`config.mk`:
```
export PLATFORM = sky130hd
export DESIGN_NAME = fiber_dram_port_flat
export DESIGN_NICKNAME = d
export VERILOG_FILES = /design/src/rtl/fiber_dram_port_if.sv /design/src/rtl/fiber_dram_port.sv /design/src/flat_wrapper.sv
export SDC_FILE = /design/constraint.sdc
export NUM_CORES = 1
export LEC_CHECK = 0
export CORE_MARGIN = 2
export CORE_UTILIZATION = 49
export CTS_CLUSTER_DIAMETER = 120
export CTS_CLUSTER_SIZE = 14
export DETAILED_ROUTE_END_ITERATION = 6
export PLACE_DENSITY = 0.92
export RECOVER_POWER = 50
export SLEW_MARGIN = 20
export SYNTH_ARGS = -nofsm -noshare
export SYNTH_HDL_FRONTEND = slang
export SYNTH_SLANG_ARGS = --single-unit
```
`constraint.sdc`:
```
create_clock -name i_clk -period 4.4 [get_ports i_clk]
set_input_delay 1.32 -clock i_clk [delete_from_list [all_inputs] [get_ports i_clk]]
set_output_delay 1.32 -clock i_clk [all_outputs]
set_load 0.01 [all_outputs]
```
`src/rtl/fiber_dram_port_if.sv`:
```
// Bank-side and DRAM-side handshake bundle for fiber_dram_port.
// The slave modport is the port block's view; master is the view of whatever drives it.
interface fiber_dram_port_if #(
  parameter int ADDR_WIDTH = 64,
  parameter int DATA_WIDTH = 16
);
  logic [ADDR_WIDTH-1:0] i_bank_rd_addr;
  logic                  i_bank_rd_valid;
  logic                  o_bank_rd_ready;
  logic [DATA_WIDTH-1:0] o_bank_fill_data;
  logic                  o_bank_fill_valid;
  logic                  i_bank_fill_ready;
  logic [ADDR_WIDTH-1:0] i_bank_wb_addr;
  logic [DATA_WIDTH-1:0] i_bank_wb_data;
  logic                  i_bank_wb_valid;
  logic                  o_bank_wb_ready;
  logic                  o_mem_cmd_valid;
  logic                  i_mem_cmd_ready;
  logic                  o_mem_cmd_we;
  logic [ADDR_WIDTH-1:0] o_mem_cmd_addr;
  logic [DATA_WIDTH-1:0] o_mem_cmd_wdata;
  logic [DATA_WIDTH-1:0] i_mem_rsp_data;
  logic                  i_mem_rsp_valid;
  logic                  o_err;

  modport slave (
    input  i_bank_rd_addr, i_bank_rd_valid, i_bank_fill_ready,
           i_bank_wb_addr, i_bank_wb_data, i_bank_wb_valid,
           i_mem_cmd_ready, i_mem_rsp_data, i_mem_rsp_valid,
    output o_bank_rd_ready, o_bank_fill_data, o_bank_fill_valid, o_bank_wb_ready,
           o_mem_cmd_valid, o_mem_cmd_we, o_mem_cmd_addr, o_mem_cmd_wdata, o_err
  );

  modport master (
    output i_bank_rd_addr, i_bank_rd_valid, i_bank_fill_ready,
           i_bank_wb_addr, i_bank_wb_data, i_bank_wb_valid,
           i_mem_cmd_ready, i_mem_rsp_data, i_mem_rsp_valid,
    input  o_bank_rd_ready, o_bank_fill_data, o_bank_fill_valid, o_bank_wb_ready,
           o_mem_cmd_valid, o_mem_cmd_we, o_mem_cmd_addr, o_mem_cmd_wdata, o_err
  );
endinterface

```
`src/rtl/fiber_dram_port.sv`:
```
// Memory-side port for one fiber bank: arbitrates miss fetches and writebacks
// onto one DRAM command channel and returns read data in order through a
// credit-guarded response FIFO, so DRAM responses never need backpressure.
module fiber_dram_port #(
  parameter int ADDR_WIDTH   = 64,
  parameter int DATA_WIDTH   = 16,
  parameter int RSP_DEPTH    = 4,
  parameter int WB_BURST_MAX = 4
) (
  input logic          i_clk,
  input logic          i_nreset,
  fiber_dram_port_if.slave bus
);
  localparam int PW = $clog2(RSP_DEPTH);
  localparam int CW = $clog2(RSP_DEPTH + 1);
  localparam int SW = $clog2(WB_BURST_MAX + 1);

  logic                  cmd_valid_q, cmd_valid_d, cmd_we_q, cmd_we_d;
  logic [ADDR_WIDTH-1:0] cmd_addr_q, cmd_addr_d;
  logic [DATA_WIDTH-1:0] cmd_wdata_q, cmd_wdata_d;
  logic [CW-1:0]         inflight_q, inflight_d, count_q, count_d;
  logic [PW-1:0]         wr_ptr_q, wr_ptr_d, rd_ptr_q, rd_ptr_d;
  logic [DATA_WIDTH-1:0] mem_q [RSP_DEPTH];
  logic [DATA_WIDTH-1:0] mem_d [RSP_DEPTH];
  logic [DATA_WIDTH-1:0] last_q, last_d;
  logic [SW-1:0]         streak_q, streak_d;
  logic                  err_q, err_d;

  logic       cmd_fire, cmd_free, fifo_nempty, pop, push, credit_ok;
  logic       rd_elig, wb_elig, grant_rd, grant_wr;
  logic [CW:0] reserved;

  // Handshake decode and same-cycle arbitration. A read sitting in the command
  // register already owns a FIFO slot, so it is counted against the credits
  // alongside reads in flight and words buffered.
  always_comb begin
    cmd_fire    = cmd_valid_q && bus.i_mem_cmd_ready;
    cmd_free    = !cmd_valid_q || bus.i_mem_cmd_ready;
    reserved    = (CW+1)'(inflight_q) + (CW+1)'(count_q) + (CW+1)'(cmd_valid_q && !cmd_we_q);
    credit_ok   = reserved < (CW+1)'(RSP_DEPTH);
    rd_elig     = i_nreset && bus.i_bank_rd_valid && cmd_free && credit_ok;
    wb_elig     = i_nreset && bus.i_bank_wb_valid && cmd_free;
    grant_rd    = rd_elig && (!wb_elig || streak_q == SW'(WB_BURST_MAX));
    grant_wr    = wb_elig && !grant_rd;
    fifo_nempty = count_q != '0;
    pop         = fifo_nempty && bus.i_bank_fill_ready;
    push        = bus.i_mem_rsp_valid && (inflight_q != '0);
  end

  // Next-state for command register, counters, FIFO and error flag
  always_comb begin
    cmd_valid_d = cmd_valid_q;
    cmd_we_d    = cmd_we_q;
    cmd_addr_d  = cmd_addr_q;
    cmd_wdata_d = cmd_wdata_q;
    if (cmd_fire) cmd_valid_d = 1'b0;
    if (grant_rd || grant_wr) begin
      cmd_valid_d = 1'b1;
      cmd_we_d    = grant_wr;
      cmd_addr_d  = grant_wr ? bus.i_bank_wb_addr : bus.i_bank_rd_addr;
      cmd_wdata_d = grant_wr ? bus.i_bank_wb_data : '0;
    end

    // Streak only counts writes that jumped ahead of a waiting read; it
    // saturates so a credit-starved read does not wrap it.
    streak_d = streak_q;
    if (grant_rd || !bus.i_bank_rd_valid) streak_d = '0;
    else if (grant_wr && streak_q != SW'(WB_BURST_MAX)) streak_d = streak_q + SW'(1);

    inflight_d = inflight_q;
    if (cmd_fire && !cmd_we_q) inflight_d = inflight_d + CW'(1);
    if (push)                  inflight_d = inflight_d - CW'(1);

    count_d = count_q;
    if (push) count_d = count_d + CW'(1);
    if (pop)  count_d = count_d - CW'(1);

    mem_d    = mem_q;
    wr_ptr_d = wr_ptr_q;
    if (push) begin
      mem_d[wr_ptr_q] = bus.i_mem_rsp_data;
      wr_ptr_d        = wr_ptr_q + PW'(1);
    end

    // last_q keeps the most recently delivered word on the bus once empty
    rd_ptr_d = rd_ptr_q;
    last_d   = last_q;
    if (pop) begin
      rd_ptr_d = rd_ptr_q + PW'(1);
      last_d   = mem_q[rd_ptr_q];
    end

    err_d = err_q || (bus.i_mem_rsp_valid && inflight_q == '0);
  end

  // State registers, async active-low reset
  always_ff @(posedge i_clk or negedge i_nreset) begin
    if (!i_nreset) begin
      cmd_valid_q <= 1'b0;
      cmd_we_q    <= 1'b0;
      cmd_addr_q  <= '0;
      cmd_wdata_q <= '0;
      inflight_q  <= '0;
      count_q     <= '0;
      wr_ptr_q    <= '0;
      rd_ptr_q    <= '0;
      for (int i = 0; i < RSP_DEPTH; i++) mem_q[i] <= '0;
      last_q      <= '0;
      streak_q    <= '0;
      err_q       <= 1'b0;
    end else begin
      cmd_valid_q <= cmd_valid_d;
      cmd_we_q    <= cmd_we_d;
      cmd_addr_q  <= cmd_addr_d;
      cmd_wdata_q <= cmd_wdata_d;
      inflight_q  <= inflight_d;
      count_q     <= count_d;
      wr_ptr_q    <= wr_ptr_d;
      rd_ptr_q    <= rd_ptr_d;
      mem_q       <= mem_d;
      last_q      <= last_d;
      streak_q    <= streak_d;
      err_q       <= err_d;
    end
  end

  assign bus.o_bank_rd_ready   = grant_rd;
  assign bus.o_bank_wb_ready   = grant_wr;
  assign bus.o_mem_cmd_valid   = cmd_valid_q;
  assign bus.o_mem_cmd_we      = cmd_we_q;
  assign bus.o_mem_cmd_addr    = cmd_addr_q;
  assign bus.o_mem_cmd_wdata   = cmd_wdata_q;
  assign bus.o_bank_fill_valid = fifo_nempty;
  assign bus.o_bank_fill_data  = fifo_nempty ? mem_q[rd_ptr_q] : last_q;
  assign bus.o_err             = err_q;
endmodule
```
`src/flat_wrapper.sv`:
```
// flat-port wrapper written by rule: the top's interface ports become plain ports
module fiber_dram_port_flat 
#(
  parameter int ADDR_WIDTH   = 64,
  parameter int DATA_WIDTH   = 16,
  parameter int RSP_DEPTH    = 4,
  parameter int WB_BURST_MAX = 4
)
  (i_clk, i_nreset, bus_i_bank_rd_addr, bus_i_bank_rd_valid, bus_i_bank_fill_ready, bus_i_bank_wb_addr, bus_i_bank_wb_data, bus_i_bank_wb_valid, bus_i_mem_cmd_ready, bus_i_mem_rsp_data, bus_i_mem_rsp_valid, bus_o_bank_rd_ready, bus_o_bank_fill_data, bus_o_bank_fill_valid, bus_o_bank_wb_ready, bus_o_mem_cmd_valid, bus_o_mem_cmd_we, bus_o_mem_cmd_addr, bus_o_mem_cmd_wdata, bus_o_err);
  fiber_dram_port_if #(.ADDR_WIDTH(ADDR_WIDTH), .DATA_WIDTH(DATA_WIDTH)) bus_i ();
  input logic i_clk;
  input logic i_nreset;
  input wire logic [$bits(bus_i.i_bank_rd_addr)-1:0] bus_i_bank_rd_addr;
  input wire logic [$bits(bus_i.i_bank_rd_valid)-1:0] bus_i_bank_rd_valid;
  input wire logic [$bits(bus_i.i_bank_fill_ready)-1:0] bus_i_bank_fill_ready;
  input wire logic [$bits(bus_i.i_bank_wb_addr)-1:0] bus_i_bank_wb_addr;
  input wire logic [$bits(bus_i.i_bank_wb_data)-1:0] bus_i_bank_wb_data;
  input wire logic [$bits(bus_i.i_bank_wb_valid)-1:0] bus_i_bank_wb_valid;
  input wire logic [$bits(bus_i.i_mem_cmd_ready)-1:0] bus_i_mem_cmd_ready;
  input wire logic [$bits(bus_i.i_mem_rsp_data)-1:0] bus_i_mem_rsp_data;
  input wire logic [$bits(bus_i.i_mem_rsp_valid)-1:0] bus_i_mem_rsp_valid;
  output wire logic [$bits(bus_i.o_bank_rd_ready)-1:0] bus_o_bank_rd_ready;
  output wire logic [$bits(bus_i.o_bank_fill_data)-1:0] bus_o_bank_fill_data;
  output wire logic [$bits(bus_i.o_bank_fill_valid)-1:0] bus_o_bank_fill_valid;
  output wire logic [$bits(bus_i.o_bank_wb_ready)-1:0] bus_o_bank_wb_ready;
  output wire logic [$bits(bus_i.o_mem_cmd_valid)-1:0] bus_o_mem_cmd_valid;
  output wire logic [$bits(bus_i.o_mem_cmd_we)-1:0] bus_o_mem_cmd_we;
  output wire logic [$bits(bus_i.o_mem_cmd_addr)-1:0] bus_o_mem_cmd_addr;
  output wire logic [$bits(bus_i.o_mem_cmd_wdata)-1:0] bus_o_mem_cmd_wdata;
  output wire logic [$bits(bus_i.o_err)-1:0] bus_o_err;
  assign bus_i.i_bank_rd_addr = bus_i_bank_rd_addr;
  assign bus_i.i_bank_rd_valid = bus_i_bank_rd_valid;
  assign bus_i.i_bank_fill_ready = bus_i_bank_fill_ready;
  assign bus_i.i_bank_wb_addr = bus_i_bank_wb_addr;
  assign bus_i.i_bank_wb_data = bus_i_bank_wb_data;
  assign bus_i.i_bank_wb_valid = bus_i_bank_wb_valid;
  assign bus_i.i_mem_cmd_ready = bus_i_mem_cmd_ready;
  assign bus_i.i_mem_rsp_data = bus_i_mem_rsp_data;
  assign bus_i.i_mem_rsp_valid = bus_i_mem_rsp_valid;
  assign bus_o_bank_rd_ready = bus_i.o_bank_rd_ready;
  assign bus_o_bank_fill_data = bus_i.o_bank_fill_data;
  assign bus_o_bank_fill_valid = bus_i.o_bank_fill_valid;
  assign bus_o_bank_wb_ready = bus_i.o_bank_wb_ready;
  assign bus_o_mem_cmd_valid = bus_i.o_mem_cmd_valid;
  assign bus_o_mem_cmd_we = bus_i.o_mem_cmd_we;
  assign bus_o_mem_cmd_addr = bus_i.o_mem_cmd_addr;
  assign bus_o_mem_cmd_wdata = bus_i.o_mem_cmd_wdata;
  assign bus_o_err = bus_i.o_err;
  fiber_dram_port #(.ADDR_WIDTH(ADDR_WIDTH), .DATA_WIDTH(DATA_WIDTH), .RSP_DEPTH(RSP_DEPTH), .WB_BURST_MAX(WB_BURST_MAX)) u_core (.i_clk(i_clk), .i_nreset(i_nreset), .bus(bus_i));
endmodule
```
==> results of run 1 <==
==> worst reg2reg max path: stages, from the launching register on <==
cell	delay, ns
dfrtp_1	0.42
ha_1	0.32
nor4b_2	0.31
nand3_1	0.21
a21o_1	0.40
buf_4	0.41
a221o_1	0.46
==> final cells by class <==
class	count	area [um2]	area share (%)
inverter	10	37.5	0.332
timing repair buffer	281	2780	24.6
clock buffer	19	443	3.92
sequential	176	4400	38.9
clock inverter	12	154	1.36
multi-input combinational	329	3220	28.5
tap	216	270	2.39
==> sequential cells by signal, indices dropped and copies added, names as in the netlist <==
signal and cells:
u_core.rd_ptr_q 2, u_core.bus.o_mem_cmd_we 1, u_core.streak_q 3, u_core.bus.o_mem_cmd_addr 64, u_core.inflight_q 3, u_core.wr_ptr_q 2, u_core.last_q 16, u_core.mem_q 64
u_core.bus.o_err 1, u_core.count_q 3, u_core.bus.o_mem_cmd_wdata 16, u_core.bus.o_mem_cmd_valid 1
==> worst paths after layout <==
path | startpoint | end | slack (ns)
worst max-delay path | bus_i_mem_cmd_ready | bus_o_bank_wb_ready | 0.11
worst min-delay path | u_core.bus.o_err | u_core.bus.o_err | 0.48
worst max register to register | u_core.count_q[2] | u_core.bus.o_mem_cmd_addr[11] | 1.76
worst min register to register | u_core.bus.o_err | u_core.bus.o_err | 0.48
max in group asynchronous | i_nreset | u_core.bus.o_mem_cmd_addr[13] | 1.22
min in group asynchronous | i_nreset | u_core.bus.o_mem_cmd_wdata[14] | 0.67
==> cell families after synthesis <==
family                     Yosys count
buffers and inverters               55
AOI/OAI and AO/OA                   88
muxes                              116
and+or+nand+nor                     97
adders and majority gates           15
xor gates and xnor gates            13
DFF                                176
==> per-stage QoR <==
stage               area [um2]  total power, mW  util [%]
floorplan                 7910             4.63         -
global placement         10700             6.10      67.8
detailed placement       10700             6.27      67.8
CTS                      11300             7.85      71.5
global route             11300             8.16      71.5
finish                   11300             7.76      71.5
==> layer usage <==
layer	GRT usage [%]	routed length, um	vias to the layer above	part of all wire (%)
li1	-	-	2651	-
met1	30.2	8080	3001	36
met2	44.8	11900	261	53
met3	7.10	1510	57	6.7
met4	13.5	990	0	4.4
met5	0	0	-	0
==> cells in the final DEF, fill, tap and decap left out, types with 2 or more instances in the layout <==
cell type	count
clkdlybuf4s50_1	234
dfrtp_1	176
mux2_2	96
and3_1	64
a221o_1	64
dlygate4sd3_1	33
clkbuf_16	17
mux4_2	16
a22o_1	16
ha_1	15
buf_4	12
xnor2_1	11
inv_1	10
nand2_1	10
nand2b_1	4
mux2i_1	4
clkinv_2	4
inv_6	4
nand4b_1	3
nand3_1	3
nor3b_1	3
bufinv_16	3
and2_1	2
nand4_1	2
a21oi_1	2
xor2_1	2
o21ai_0	2
==> report_power, final <==
part / internal [mW] / switching (mW)
combinational: 2.05 / 1.34
sequential: 2.36 / 0.464
clock: 0.910 / 0.637
==> flow_metrics.env, run 1 <==
export IMPL_status="finished with violations"
export IMPL_violations="max-capacitance violations, max-slew violations"
export IMPL_grt_first_pass_wirelength_mm=33.4
export IMPL_yosys_top_cells_count="176 x dfrtp_1, 96 x mux2_2, 65 x and3_1"
export IMPL_synth_simple_area_share_pct=7.55
export IMPL_synth_area_per_cell_um2=14.1
export IMPL_place_ws_ns=0.113
export IMPL_cts_made_buffers=17
export IMPL_area_growth_synth_to_final_pct=43.0
export IMPL_finalHoldViolCount=0
export IMPL_tightest_slew_ns=2.34
export IMPL_p_leak_nw=5.04
export IMPL_crit_buf_inv=2
export IMPL_required_ns=3.08
export IMPL_critPathTopFamily="buffers and inverters"
export IMPL_synth_flop_cell="dfrtp_1"
export IMPL_setup_tns_ns=0
export IMPL_yosysMostFrequentCell="dfrtp_1"
export IMPL_syn_cell_area_um2=7910
export IMPL_relSlewSlack_pct=-55.8
export IMPL_first_global_vias=6148
export IMPL_fin_crit_sh_pct=97.6
export IMPL_gr_total_overflow=0
export IMPL_cts_root_buf="clkbuf_16"
export IMPL_yosysSeqAreaShare_pct=55.7
export IMPL_synth_top_area_cell="dfrtp_1"
export IMPL_postCtsHoldBufs=0
export IMPL_setup_viol=0
export IMPL_cts_setup_buffers=0
export IMPL_synth_mux_area_share_pct=18.7
export IMPL_timing_hold_ws_ns=0.477
export IMPL_fin_ws_ns=0.105
export IMPL_syn_inst=560
export IMPL_r2r_cells=6
export IMPL_cp_depth=5
export IMPL_start_util_pct=50.0
export IMPL_rsz0062_at_grt="false"
export IMPL_period_minus_slack_ns=4.29
export IMPL_cts_sinks=176
export IMPL_cts_buffer_depth=2
export IMPL_cpMostUsedCell="clkdlybuf4s50_1"
export IMPL_synthAdderAreaFrac_pct=2.37
export IMPL_core_rowCount=46
export IMPL_synth_nets=742
export IMPL_synth_top_family_by_area="multiplexers"
export IMPL_drc_errors=0
export IMPL_vias=5970
export IMPL_nets=997
export IMPL_die_w_um=131
export IMPL_end_kind="primary output"
export IMPL_drive_gt1_share_pct=19.3
export IMPL_placement_io_buffers=268
export IMPL_grtUsageTotal_pct=26.1
export IMPL_maxSlewViolCount=176
export IMPL_grt_max_degree=176
export IMPL_path_clk_slew_ns=0.06
export IMPL_critPathSlowestCell="clkdlybuf4s50_1"
export IMPL_cts_tree="built"
export IMPL_worstHoldPathCells=1
export IMPL_peakVddDrop_uv=324
export IMPL_core_um2=15800
export IMPL_dpl_cell_count=1012
export IMPL_cts_resized=0
export IMPL_place_congestion=0.803
export IMPL_synth_xor_xnor_area_share_pct=1.44
export IMPL_dr_pass1_iters=5
export IMPL_die_area_um2=17200
export IMPL_ant_nets=0
export IMPL_crit_arrival_ns=2.97
export IMPL_synth_compound_area_share_pct=10.5
export IMPL_synth_seq_cells=176
export IMPL_hold_path_class="register to register"
export IMPL_antenna_found_initial=0
export IMPL_async_flop_share_pct=100
export IMPL_stdcell_count=1043
export IMPL_clk_insertion_delay_late_ns=0.43
export IMPL_drv_cap=1
export IMPL_nFillCells=1074
export IMPL_drt_wirelength_per_cell_um=21.5
export IMPL_diodes=0
export IMPL_clock_fmax_mhz=233
export IMPL_path_cells="clkdlybuf4s50_1 > nand2b_1 > and3_2 > and2_1 > clkdlybuf4s50_1"
export IMPL_io_pin_count=269
export IMPL_worstSetupPathType="primary input to primary output"
export IMPL_powerDensity_nw_per_um2=686
export IMPL_synth_area_leaders="dfrtp_1 56%, mux2_2 14%, a221o_1 8.1%"
export IMPL_viasPerCell=5.72
export IMPL_critPathLaunchType="primary input"
export IMPL_die_h_um=131
export IMPL_yosysTopAreaCellShare_pct=55.7
export IMPL_fin_skew_ns=0.0106
export IMPL_max_stage_delay_ns=0.55
export IMPL_yosysWarnings=0
export IMPL_dp_final_hpwl_mm=15.7
export IMPL_routed_wl_mm=22.4
export IMPL_synth_edf_count=0
export IMPL_cp_max_fo=6
export IMPL_htree_levels=4
export IMPL_ys_types=33
export IMPL_drt_initial_drc_count=437
Power figures use the tool's default switching activity.
==> run 2: changes to the inputs <==
--- a/config.mk
+++ b/config.mk
@@ -12,6 +12,8 @@
 export DETAILED_ROUTE_END_ITERATION = 6
 export PLACE_DENSITY = 0.92
 export RECOVER_POWER = 50
+export REMOVE_ABC_BUFFERS = 1
+export SKIP_CTS_REPAIR_TIMING = 1
 export SLEW_MARGIN = 20
 export SYNTH_ARGS = -nofsm -noshare
 export SYNTH_HDL_FRONTEND = slang
==> run 2 against run 1 <==
Net effect:
- the run still ends with max-capacitance violations, max-slew violations left
- worst hold slack improved by 0.025 ns
- register-to-register slack got worse by 0.07 ns
- sequential share of layout area fell by 0.10 points
- cell area up 0.27%
- setup slack gained 0.023 ns
- maximum frequency grew 0.53%
- clock skew is 0.0020 ns lower
- critical endpoint unchanged
- highest routed layer is now met5
==> flow_metrics.env, run 2 (synthesis results as in run 1) <==
export IMPL_end_kind="primary output"
export IMPL_grt_max_degree=165
export IMPL_critPathTopFamily="buffers and inverters"
export IMPL_htree_levels=4
export IMPL_power_switching_mw=2.41
export IMPL_core_um2=15800
export IMPL_rsz0062_at_grt="false"
export IMPL_dr_pass1_iters=4
export IMPL_swShare_pct=30.8
export IMPL_fin_skew_ns=0.00863
export IMPL_io_pin_count=269
export IMPL_gr_total_overflow=0
export IMPL_cts_buffer_depth=2
export IMPL_dpl_cell_area_um2=10800
export IMPL_cts_sinks=176
export IMPL_fin_area_um2=11300
export IMPL_crit_arrival_ns=2.95
export IMPL_crit_end="bus_o_bank_wb_ready"
export IMPL_nets=997
export IMPL_first_global_vias=6087
export IMPL_worstSetupStartpoint="bus_i_mem_cmd_ready"
export IMPL_final_cell_mix="264 x clkdlybuf4s50_1, 176 x dfrtp_1, 95 x mux2_2"
export IMPL_drive_gt1_share_pct=18.7
export IMPL_combPwrFrac_pct=43.6
export IMPL_r2r_end="u_core.mem_q[43]"
export IMPL_regToRegStartpoint="u_core.inflight_q[0]"
export IMPL_seq_power_share_pct=36.3
export IMPL_placement_io_buffers=268
export IMPL_clk_insertion_delay_late_ns=0.42
export IMPL_layout_commonest_cell="clkdlybuf4s50_1"
export IMPL_antenna_found_initial=2
export IMPL_nFillCells=1040
export IMPL_pwr_share_clk_pct=20.1
export IMPL_cp_max_fo=6
export IMPL_r2r_cells=8
export IMPL_grtUsageTotal_pct=26.1
export IMPL_setup_viol=0
export IMPL_diodes=0
export IMPL_critPathLaunchType="primary input"
export IMPL_die_h_um=131
export IMPL_clock_fmax_mhz=234
export IMPL_cts_root_buf="clkbuf_16"
export IMPL_viasPerCell=5.65
export IMPL_path_clk_slew_ns=0.06
export IMPL_cts_made_buffers=17
export IMPL_hold_path_class="register to register"
export IMPL_crit_buf_inv=2
export IMPL_core_rowCount=46
export IMPL_die_area_um2=17200
export IMPL_area_growth_synth_to_final_pct=43.4
export IMPL_cpMostUsedCell="clkdlybuf4s50_1"
export IMPL_drv_cap=1
export IMPL_relSlewSlack_pct=-45.2
export IMPL_path_cells="clkdlybuf4s50_1 > nand2b_1 > and3_1 > and2_1 > clkdlybuf4s50_1"
export IMPL_grt_first_pass_wirelength_mm=33.3
export IMPL_finalHoldViolCount=0
export IMPL_power_mw=7.82
export IMPL_drt_wirelength_per_cell_um=21.2
export IMPL_required_ns=3.08
export IMPL_tightest_slew_ns=2.18
export IMPL_routed_wl_mm=22.2
export IMPL_cp_depth=5
export IMPL_peakVddDrop_uv=327
export IMPL_status="finished with violations"
export IMPL_max_stage_delay_ns=0.58
export IMPL_p_leak_nw=5.02
export IMPL_start_util_pct=50.0
export IMPL_drt_initial_drc_count=369
export IMPL_r2r_slack_ns=1.69
export IMPL_die_w_um=131
export IMPL_cts_tree="built"
export IMPL_maxSlewViolCount=165
export IMPL_final_util_pct=71.6
export IMPL_ant_nets=0
export IMPL_powerDensity_nw_per_um2=689
export IMPL_violations="max-capacitance violations, max-slew violations"
export IMPL_dp_final_hpwl_mm=15.5
export IMPL_place_congestion=0.866
export IMPL_vias=5892
export IMPL_worstSetupPathType="primary input to primary output"
export IMPL_p_int_mw=5.41
export IMPL_fin_crit_sh_pct=97.1
export IMPL_critPathSlowestCell="clkdlybuf4s50_1"
export IMPL_period_minus_slack_ns=4.27
export IMPL_drc_errors=0
## run 2: how the worst min path moves through the flow
| stage | from | end | depth (start not counted) |
|---|---|---|---|
| floorplan | u_core.mem_q[16] | u_core.mem_q[16] | 1 |
| global placement | u_core.bus.o_err | u_core.bus.o_err | 1 |
| detailed placement | u_core.bus.o_err | u_core.bus.o_err | 1 |
| CTS | u_core.bus.o_err | u_core.bus.o_err | 1 |
| global route | u_core.mem_q[20] | u_core.mem_q[20] | 1 |
| finish | u_core.mem_q[20] | u_core.mem_q[20] | 1 |
## run 2: layout make-up
| type | instances | area (um2) | area share (%) |
|---|---|---|---|
| clock inverters | 9 | 129 | 1.14 |
| repair buffers | 281 | 2800 | 24.7 |
| clock buffers | 22 | 484 | 4.27 |
| inverters | 10 | 37.5 | 0.331 |
| flip-flops and latches | 176 | 4400 | 38.8 |
| multi-input cells | 329 | 3220 | 28.4 |
| well taps | 216 | 270 | 2.38 |
## run 2: routing by layer
layer	global-route usage [%]	wire, um	part of all wire, %	vias to the layer above
li1	-	-	-	2643
met3	8.12	1620	7.3	47
met2	44.2	11500	52	234
met4	12.6	945	4.3	2
met5	0	13	0.059	-
met1	30.3	8070	36	2966
## run 2: through the flow
stage / setup TNS, ns / setup WS (ns) / hold WS [ns] / cells
after floorplan: -0.855 / -0.795 / 0.474 / 515
after global placement: 0 / 0.0147 / 0.467 / 1012
after detailed placement: -0.00209 / -0.00209 / 0.478 / 1012
after CTS: 0 / 0.00247 / 0.502 / 1043
after global routing: 0 / 0.0718 / 0.511 / 1043
final: 0 / 0.128 / 0.502 / 1043
## run 2: power groups by stage
stage / clock [mW] / sequential, mW / combinational [mW]
after floorplan: 0 / 2.88 / 1.67
after global placement: 0 / 2.80 / 3.32
after detailed placement: 0 / 2.84 / 3.43
after CTS: 1.59 / 2.83 / 3.46
after global routing: 1.66 / 2.92 / 3.64
final: 1.57 / 2.84 / 3.41
